[config.mk]
export PLATFORM = sky130hd
export DESIGN_NAME = dqpsk_symbol_demapper
export DESIGN_NICKNAME = d
export VERILOG_FILES = /design/src/rtl/dqpsk_symbol_demapper.sv
export SDC_FILE = /design/constraint.sdc
export NUM_CORES = 1
export LEC_CHECK = 0
export CORE_AREA = 2 2 131 133
export DETAILED_ROUTE_END_ITERATION = 7
export DIE_AREA = 0 0 133 135
export HOLD_SLACK_MARGIN = 0.05
export PLACE_DENSITY = 0.81
export REMOVE_ABC_BUFFERS = 1
export SYNTH_ARGS = -nofsm -noshare
export SYNTH_HDL_FRONTEND = slang
export SYNTH_SLANG_ARGS = --single-unit
export TNS_END_PERCENT = 100
[constraint.sdc]
create_clock -name clk -period 3.7 [get_ports clk]
set_input_delay 0.555 -clock clk [delete_from_list [all_inputs] [get_ports clk]]
set_output_delay 0.555 -clock clk [all_outputs]
set_load 0.05 [all_outputs]
[src/rtl/dqpsk_symbol_demapper.sv]
// Integrate-and-dump DQPSK symbol demapper: per-symbol I/Q sums are sliced to a
// quadrant, differentially decoded to a Gray dibit and queued in a small FIFO.
module dqpsk_symbol_demapper #(
  parameter int DATA_W     = 35,
  parameter int SPS        = 16,
  parameter int FIFO_DEPTH = 4
) (
  input  logic                     clk,
  input  logic                     rstn,
  input  logic                     in_valid,
  input  logic signed [DATA_W-1:0] in_i,
  input  logic signed [DATA_W-1:0] in_q,
  input  logic                     sym_align,
  output logic [1:0]               out_dibit,
  output logic                     out_valid,
  input  logic                     out_ready,
  output logic                     overflow,
  output logic [15:0]              sym_count
);

  localparam int CNT_W = $clog2(SPS);
  localparam int ACC_W = DATA_W + CNT_W;
  localparam int PTR_W = $clog2(FIFO_DEPTH);
  localparam int OCC_W = PTR_W + 1;

  logic signed [ACC_W-1:0] acc_i_q, acc_i_d, acc_q_q, acc_q_d;
  logic signed [ACC_W-1:0] dump_i_q, dump_i_d, dump_q_q, dump_q_d;
  logic signed [ACC_W-1:0] ext_i, ext_q, sum_i, sum_q;
  logic [CNT_W-1:0]        cnt_q, cnt_d;
  logic                    dump_v_q, dump_v_d;
  logic                    ref_valid_q, ref_valid_d;
  logic [1:0]              prev_quad_q, prev_quad_d;
  logic [1:0]              quad, delta;
  logic                    dec_v_q, dec_v_d;
  logic [1:0]              dec_dibit_q, dec_dibit_d;
  logic [1:0]              fifo_mem_q [FIFO_DEPTH];
  logic [1:0]              fifo_mem_d [FIFO_DEPTH];
  logic [PTR_W-1:0]        wr_ptr_q, wr_ptr_d, rd_ptr_q, rd_ptr_d;
  logic [OCC_W-1:0]        occ_q, occ_d;
  logic                    overflow_q, overflow_d;
  logic [15:0]             sym_count_q, sym_count_d;
  logic                    pop, full, push_ok;

  // Sign extension keeps the full-symbol sum exact without saturation.
  assign ext_i = {{CNT_W{in_i[DATA_W-1]}}, in_i};
  assign ext_q = {{CNT_W{in_q[DATA_W-1]}}, in_q};
  assign sum_i = acc_i_q + ext_i;
  assign sum_q = acc_q_q + ext_q;

  always_comb begin
    acc_i_d  = acc_i_q;
    acc_q_d  = acc_q_q;
    cnt_d    = cnt_q;
    dump_i_d = dump_i_q;
    dump_q_d = dump_q_q;
    dump_v_d = 1'b0;
    if (sym_align) begin
      // Alignment wins over a pending dump: the current sample starts a new window.
      acc_i_d = in_valid ? ext_i : '0;
      acc_q_d = in_valid ? ext_q : '0;
      cnt_d   = in_valid ? CNT_W'(1) : '0;
    end else if (in_valid) begin
      if (cnt_q == CNT_W'(SPS - 1)) begin
        dump_i_d = sum_i;
        dump_q_d = sum_q;
        dump_v_d = 1'b1;
        acc_i_d  = '0;
        acc_q_d  = '0;
        cnt_d    = '0;
      end else begin
        acc_i_d = sum_i;
        acc_q_d = sum_q;
        cnt_d   = cnt_q + CNT_W'(1);
      end
    end
  end

  // Quadrant index: {Q<0, (I<0)^(Q<0)} gives 0..3 counter-clockwise from +I+Q.
  assign quad  = {dump_q_q < 0, (dump_i_q < 0) ^ (dump_q_q < 0)};
  assign delta = quad - prev_quad_q;

  always_comb begin
    ref_valid_d = ref_valid_q;
    prev_quad_d = prev_quad_q;
    dec_v_d     = 1'b0;
    dec_dibit_d = dec_dibit_q;
    if (dump_v_q) begin
      prev_quad_d = quad;
      ref_valid_d = 1'b1;
      if (ref_valid_q) begin
        dec_v_d     = 1'b1;
        dec_dibit_d = {delta[1], delta[1] ^ delta[0]};
      end
    end
  end

  assign out_valid = (occ_q != '0);
  assign out_dibit = out_valid ? fifo_mem_q[rd_ptr_q] : 2'b00;
  assign overflow  = overflow_q;
  assign sym_count = sym_count_q;
  assign pop       = out_valid && out_ready;
  assign full      = (occ_q == OCC_W'(FIFO_DEPTH));
  assign push_ok   = dec_v_q && (!full || pop);

  always_comb begin
    fifo_mem_d  = fifo_mem_q;
    wr_ptr_d    = wr_ptr_q;
    rd_ptr_d    = rd_ptr_q;
    occ_d       = occ_q;
    overflow_d  = overflow_q | (dec_v_q && !push_ok);
    sym_count_d = sym_count_q;
    if (push_ok) begin
      fifo_mem_d[wr_ptr_q] = dec_dibit_q;
      wr_ptr_d             = wr_ptr_q + PTR_W'(1);
      sym_count_d          = sym_count_q + 16'd1;
    end
    if (pop) rd_ptr_d = rd_ptr_q + PTR_W'(1);
    case ({push_ok, pop})
      2'b10:   occ_d = occ_q + OCC_W'(1);
      2'b01:   occ_d = occ_q - OCC_W'(1);
      default: occ_d = occ_q;
    endcase
  end

  always_ff @(posedge clk) begin
    if (!rstn) begin
      acc_i_q     <= '0;
      acc_q_q     <= '0;
      cnt_q       <= '0;
      dump_i_q    <= '0;
      dump_q_q    <= '0;
      dump_v_q    <= 1'b0;
      ref_valid_q <= 1'b0;
      prev_quad_q <= 2'b00;
      dec_v_q     <= 1'b0;
      dec_dibit_q <= 2'b00;
      fifo_mem_q  <= '{default: '0};
      wr_ptr_q    <= '0;
      rd_ptr_q    <= '0;
      occ_q       <= '0;
      overflow_q  <= 1'b0;
      sym_count_q <= '0;
    end else begin
      acc_i_q     <= acc_i_d;
      acc_q_q     <= acc_q_d;
      cnt_q       <= cnt_d;
      dump_i_q    <= dump_i_d;
      dump_q_q    <= dump_q_d;
      dump_v_q    <= dump_v_d;
      ref_valid_q <= ref_valid_d;
      prev_quad_q <= prev_quad_d;
      dec_v_q     <= dec_v_d;
      dec_dibit_q <= dec_dibit_d;
      fifo_mem_q  <= fifo_mem_d;
      wr_ptr_q    <= wr_ptr_d;
      rd_ptr_q    <= rd_ptr_d;
      occ_q       <= occ_d;
      overflow_q  <= overflow_d;
      sym_count_q <= sym_count_d;
    end
  end

endmodule

==> results.json <==
{
  "drive_gt1_share_pct": 6.965,
  "slowest_stage": "clkdlybuf4s50_1",
  "fp.dieW_microns": 133,
  "yosys-top-cells-count": "nor2_1, dfxtp_1, ha_1",
  "synth_top_cell_area_share_pct": 27.42,
  "grt-ovfl-total": 0,
  "critPathTopFamily": "compound AO/OA/AOI/OAI gates",
  "startpoint": "in_q[0]",
  "cp.required_ns": 3.99,
  "cp_num_buf_inv": 2,
  "layout_setup_ws_ns": 0.3564,
  "whs_ns": 0.4557,
  "worst-path-max-fanout": 3,
  "antenna_cells": 0,
  "die_area_sq_mm": 0.01796,
  "finalCriticalPeriod_ns": 3.344,
  "ctsHoldBuffers": 0,
  "max-slew-margin-rel_pct": 30.74,
  "grt_max_degree": 55,
  "die_h_microns": 135,
  "vias": 8473,
  "max-vdd-ir-drop_mv": 0.3190,
  "wl_per_cell_microns": 16.06,
  "status": "complete, but fails checks",
  "drt_wl_total_microns": 22210,
  "worstSetupPathType": "input pin to register",
  "ys_seq_elements": 123,
  "drtPass1Iterations": 8,
  "drt_iter0_drc": 627,
  "grt_pass1_wl_microns": 37070,
  "slew_violations": 0,
  "cts_max_level": 4,
  "grt_usage_pct": 24.83,
  "cts_tree": "built",
  "period_share_pct": 90.37,
  "timing.fmax_mhz": 299.1,
  "async_flop_share_pct": 0,
  "post_cts_buffers": 0,
  "cts_sinks": 123,
  "yosys.area.top_type": "dfxtp_1",
  "viasPerCell": 6.127,
  "cap_violations": 0,
  "initial_utilization_pct": 54.73,
  "placementRows": 47,
  "place_area_sq_mm": 0.01013,
  "hp-class": "register to register",
  "critPathLaunchType": "input pin",
  "io_pins": 95,
  "clockBufferDepth": 2,
  "critPathArrivalTime_ns": 3.64,
  "finClkSkew_ns": 0.008498,
  "coreArea_sq_mm": 0.01641,
  "synth_area_sq_mm": 0.008980,
  "ys_seq_area_share_pct": 27.42,
  "clock_latency_ns": 0.42,
  "reg2reg_from": "acc_q_q[0]$_SDFFE_PN0P_",
  "syn2layout_area_growth_pct": 19.17,
  "power_density_mw_per_mm2": 384.4,
  "drt.antenna.violating_nets": 0,
  "numPortBuffers": 94,
  "synth_area_per_cell_sq_um": 8.432,
  "preCtsSetupSlack_ns": -0.04611,
  "synth.area.top_cells": "dfxtp_1, ha_1, nor2_1",
  "syn_inst": 1065,
  "hold_start": "fifo_mem_q[4]$_SDFFE_PN0P_",
  "drc": 2,
  "numCtsBuffers": 17,
  "worst_pin_slew_ns": 1.036,
  "grt_pass1_vias": 7975,
  "gp_congestion": 0.9110,
  "p_leak_nw": 4.519,
  "ys_warn_count": 0,
  "finalSetupViolCount": 0,
  "cts_resized": 0,
  "final_area_sq_mm": 0.01070,
  "yosysMostFrequentCell": "nor2_1",
  "clk_pin_slew_ns": 0.06,
  "violations": "DRC",
  "antenna_found_initial": 0,
  "synth_enable_flop_cells": 0,
  "dp_hpwl_microns": 15720,
  "netlist-cell-type-count": 79,
  "nets": 1312,
  "hold_viol": 0,
  "critPathMaxStageDelay_ns": 0.49,
  "synth_ff_type": "dfxtp_1",
  "rsz0062_at_grt": "no",
  "cp-end-kind": "register",
  "root_buffer": "clkbuf_16",
  "path_cells": "clkdlybuf4s50_1 -> ha_1 -> inv_1 -> fa_1 -> nand2b_1 -> a21oi_1 -> o211ai_1 -> and4b_1 -> nor4b_2 -> o21ai_0 -> a211oi_2 -> xor2_1 -> o22ai_1"
}
==> registers in the layout, indices dropped and copies added (netlist names) <==
| register | flops |
|---|---|
| acc_i_q | 39 |
| acc_q_q | 39 |
| cnt_q | 4 |
| dec_dibit_q | 2 |
| dec_v_q | 1 |
| dump_i_q | 1 |
| dump_q_q | 1 |
| dump_v_q | 1 |
| fifo_mem_q | 8 |
| occ_q | 3 |
| overflow | 1 |
| prev_quad_q | 2 |
| rd_ptr_q | 2 |
| ref_valid_q | 1 |
| sym_count | 16 |
| wr_ptr_q | 2 |
==> per-layer routing <==
| layer | global-route usage (%) | share of wire, % | vias up |
|---|---|---|---|
| met5 | 0 | 0 | - |
| met4 | 6.511 | 1.3 | 0 |
| met3 | 4.805 | 5.5 | 29 |
| met2 | 42.63 | 47 | 253 |
| met1 | 32.07 | 46 | 3985 |
| li1 | - | - | 4206 |
==> report_power, final <==
| part | internal, mW | switching, mW |
|---|---|---|
| Combinational | 0.500 | 0.577 |
| Sequential | 1.39 | 0.0370 |
| Clock | 0.896 | 0.714 |
==> final timing paths <==
check | cells past startpoint | endpoint | slack [ns]
hold / removal | 2 | fifo_mem_q[4]$_SDFFE_PN0P_ | 0.46
hold reg to reg | 2 | fifo_mem_q[4]$_SDFFE_PN0P_ | 0.46
setup reg to reg | 12 | acc_q_q[38]$_SDFFE_PN0P_ | 0.67
setup / recovery | 13 | acc_q_q[38]$_SDFFE_PN0P_ | 0.36
==> cells in the final DEF (no fill, tap or decap), types with 10 or more instances in the layout <==
| cell | Yosys | layout |
|---|---|---|
| xor2_1 | 42 | 42 |
| xnor2_1 | 47 | 47 |
| nor2_1 | 133 | 132 |
| nor3_1 | 16 | 16 |
| nand2_1 | 61 | 61 |
| a22oi_1 | 18 | 18 |
| a211oi_1 | 11 | 11 |
| dfxtp_1 | 123 | 123 |
| and3_1 | 13 | 13 |
| buf_4 | 0 | 19 |
| o22ai_1 | 19 | 19 |
| a31oi_1 | 10 | 10 |
| nand3_1 | 28 | 28 |
| clkdlybuf4s50_1 | 0 | 94 |
| ha_1 | 84 | 84 |
| a21oi_1 | 81 | 81 |
| a222oi_1 | 47 | 47 |
| a21o_1 | 46 | 46 |
| inv_1 | 29 | 29 |
| or3_1 | 11 | 11 |
| clkbuf_16 | 0 | 17 |
| o21ai_0 | 40 | 40 |
| o21a_1 | 11 | 11 |
==> worst register-to-register path, stage by stage, from the launching register on <==
cell      delay [ns]
dfxtp_1         0.33
ha_1            0.18
inv_1           0.07
fa_1            0.41
nand2b_1        0.21
a21oi_1         0.24
o211ai_1        0.17
and4b_1         0.25
nor4b_2         0.29
o21ai_0         0.20
a211oi_2        0.31
xor2_1          0.17
o22ai_1         0.09
==> through the flow <==
step           utilization (%)  power, mW  setup TNS [ns]  std cells
3_5_place_dp             61.76      2.513        -0.04611       1351
4_1_cts                  65.23      4.139               0       1383
5_1_grt                  65.23      4.334               0       1383
3_3_place_gp             61.76      2.489               0       1351
2_1_floorplan                -      2.213               0       1015
6_report                 65.23      4.114               0       1383
==> kinds of logic after synthesis <==
kind of cell / after synthesis / share of synthesized area [%]
simple gates: 318 / 16.64
buf+inv: 80 / 4.347
xor+xnor: 89 / 8.680
compound gates: 360 / 29.37
flops: 123 / 27.42
mux: 8 / 1.170
fa+ha+maj: 87 / 12.37
==> area by class of cell <==
cell class / instances / area [sq um]
Multi-Input combinational cell: 862 / 6137
Fill cell: 1400 / 5705
Sequential cell: 123 / 2462
Timing Repair Buffer: 116 / 1144
Clock buffer: 17 / 425.4
Tap cell: 220 / 275.3
Clock inverter: 15 / 143.9
Inverter: 30 / 113.9
Note: power is estimated with default switching activity, not from simulation.
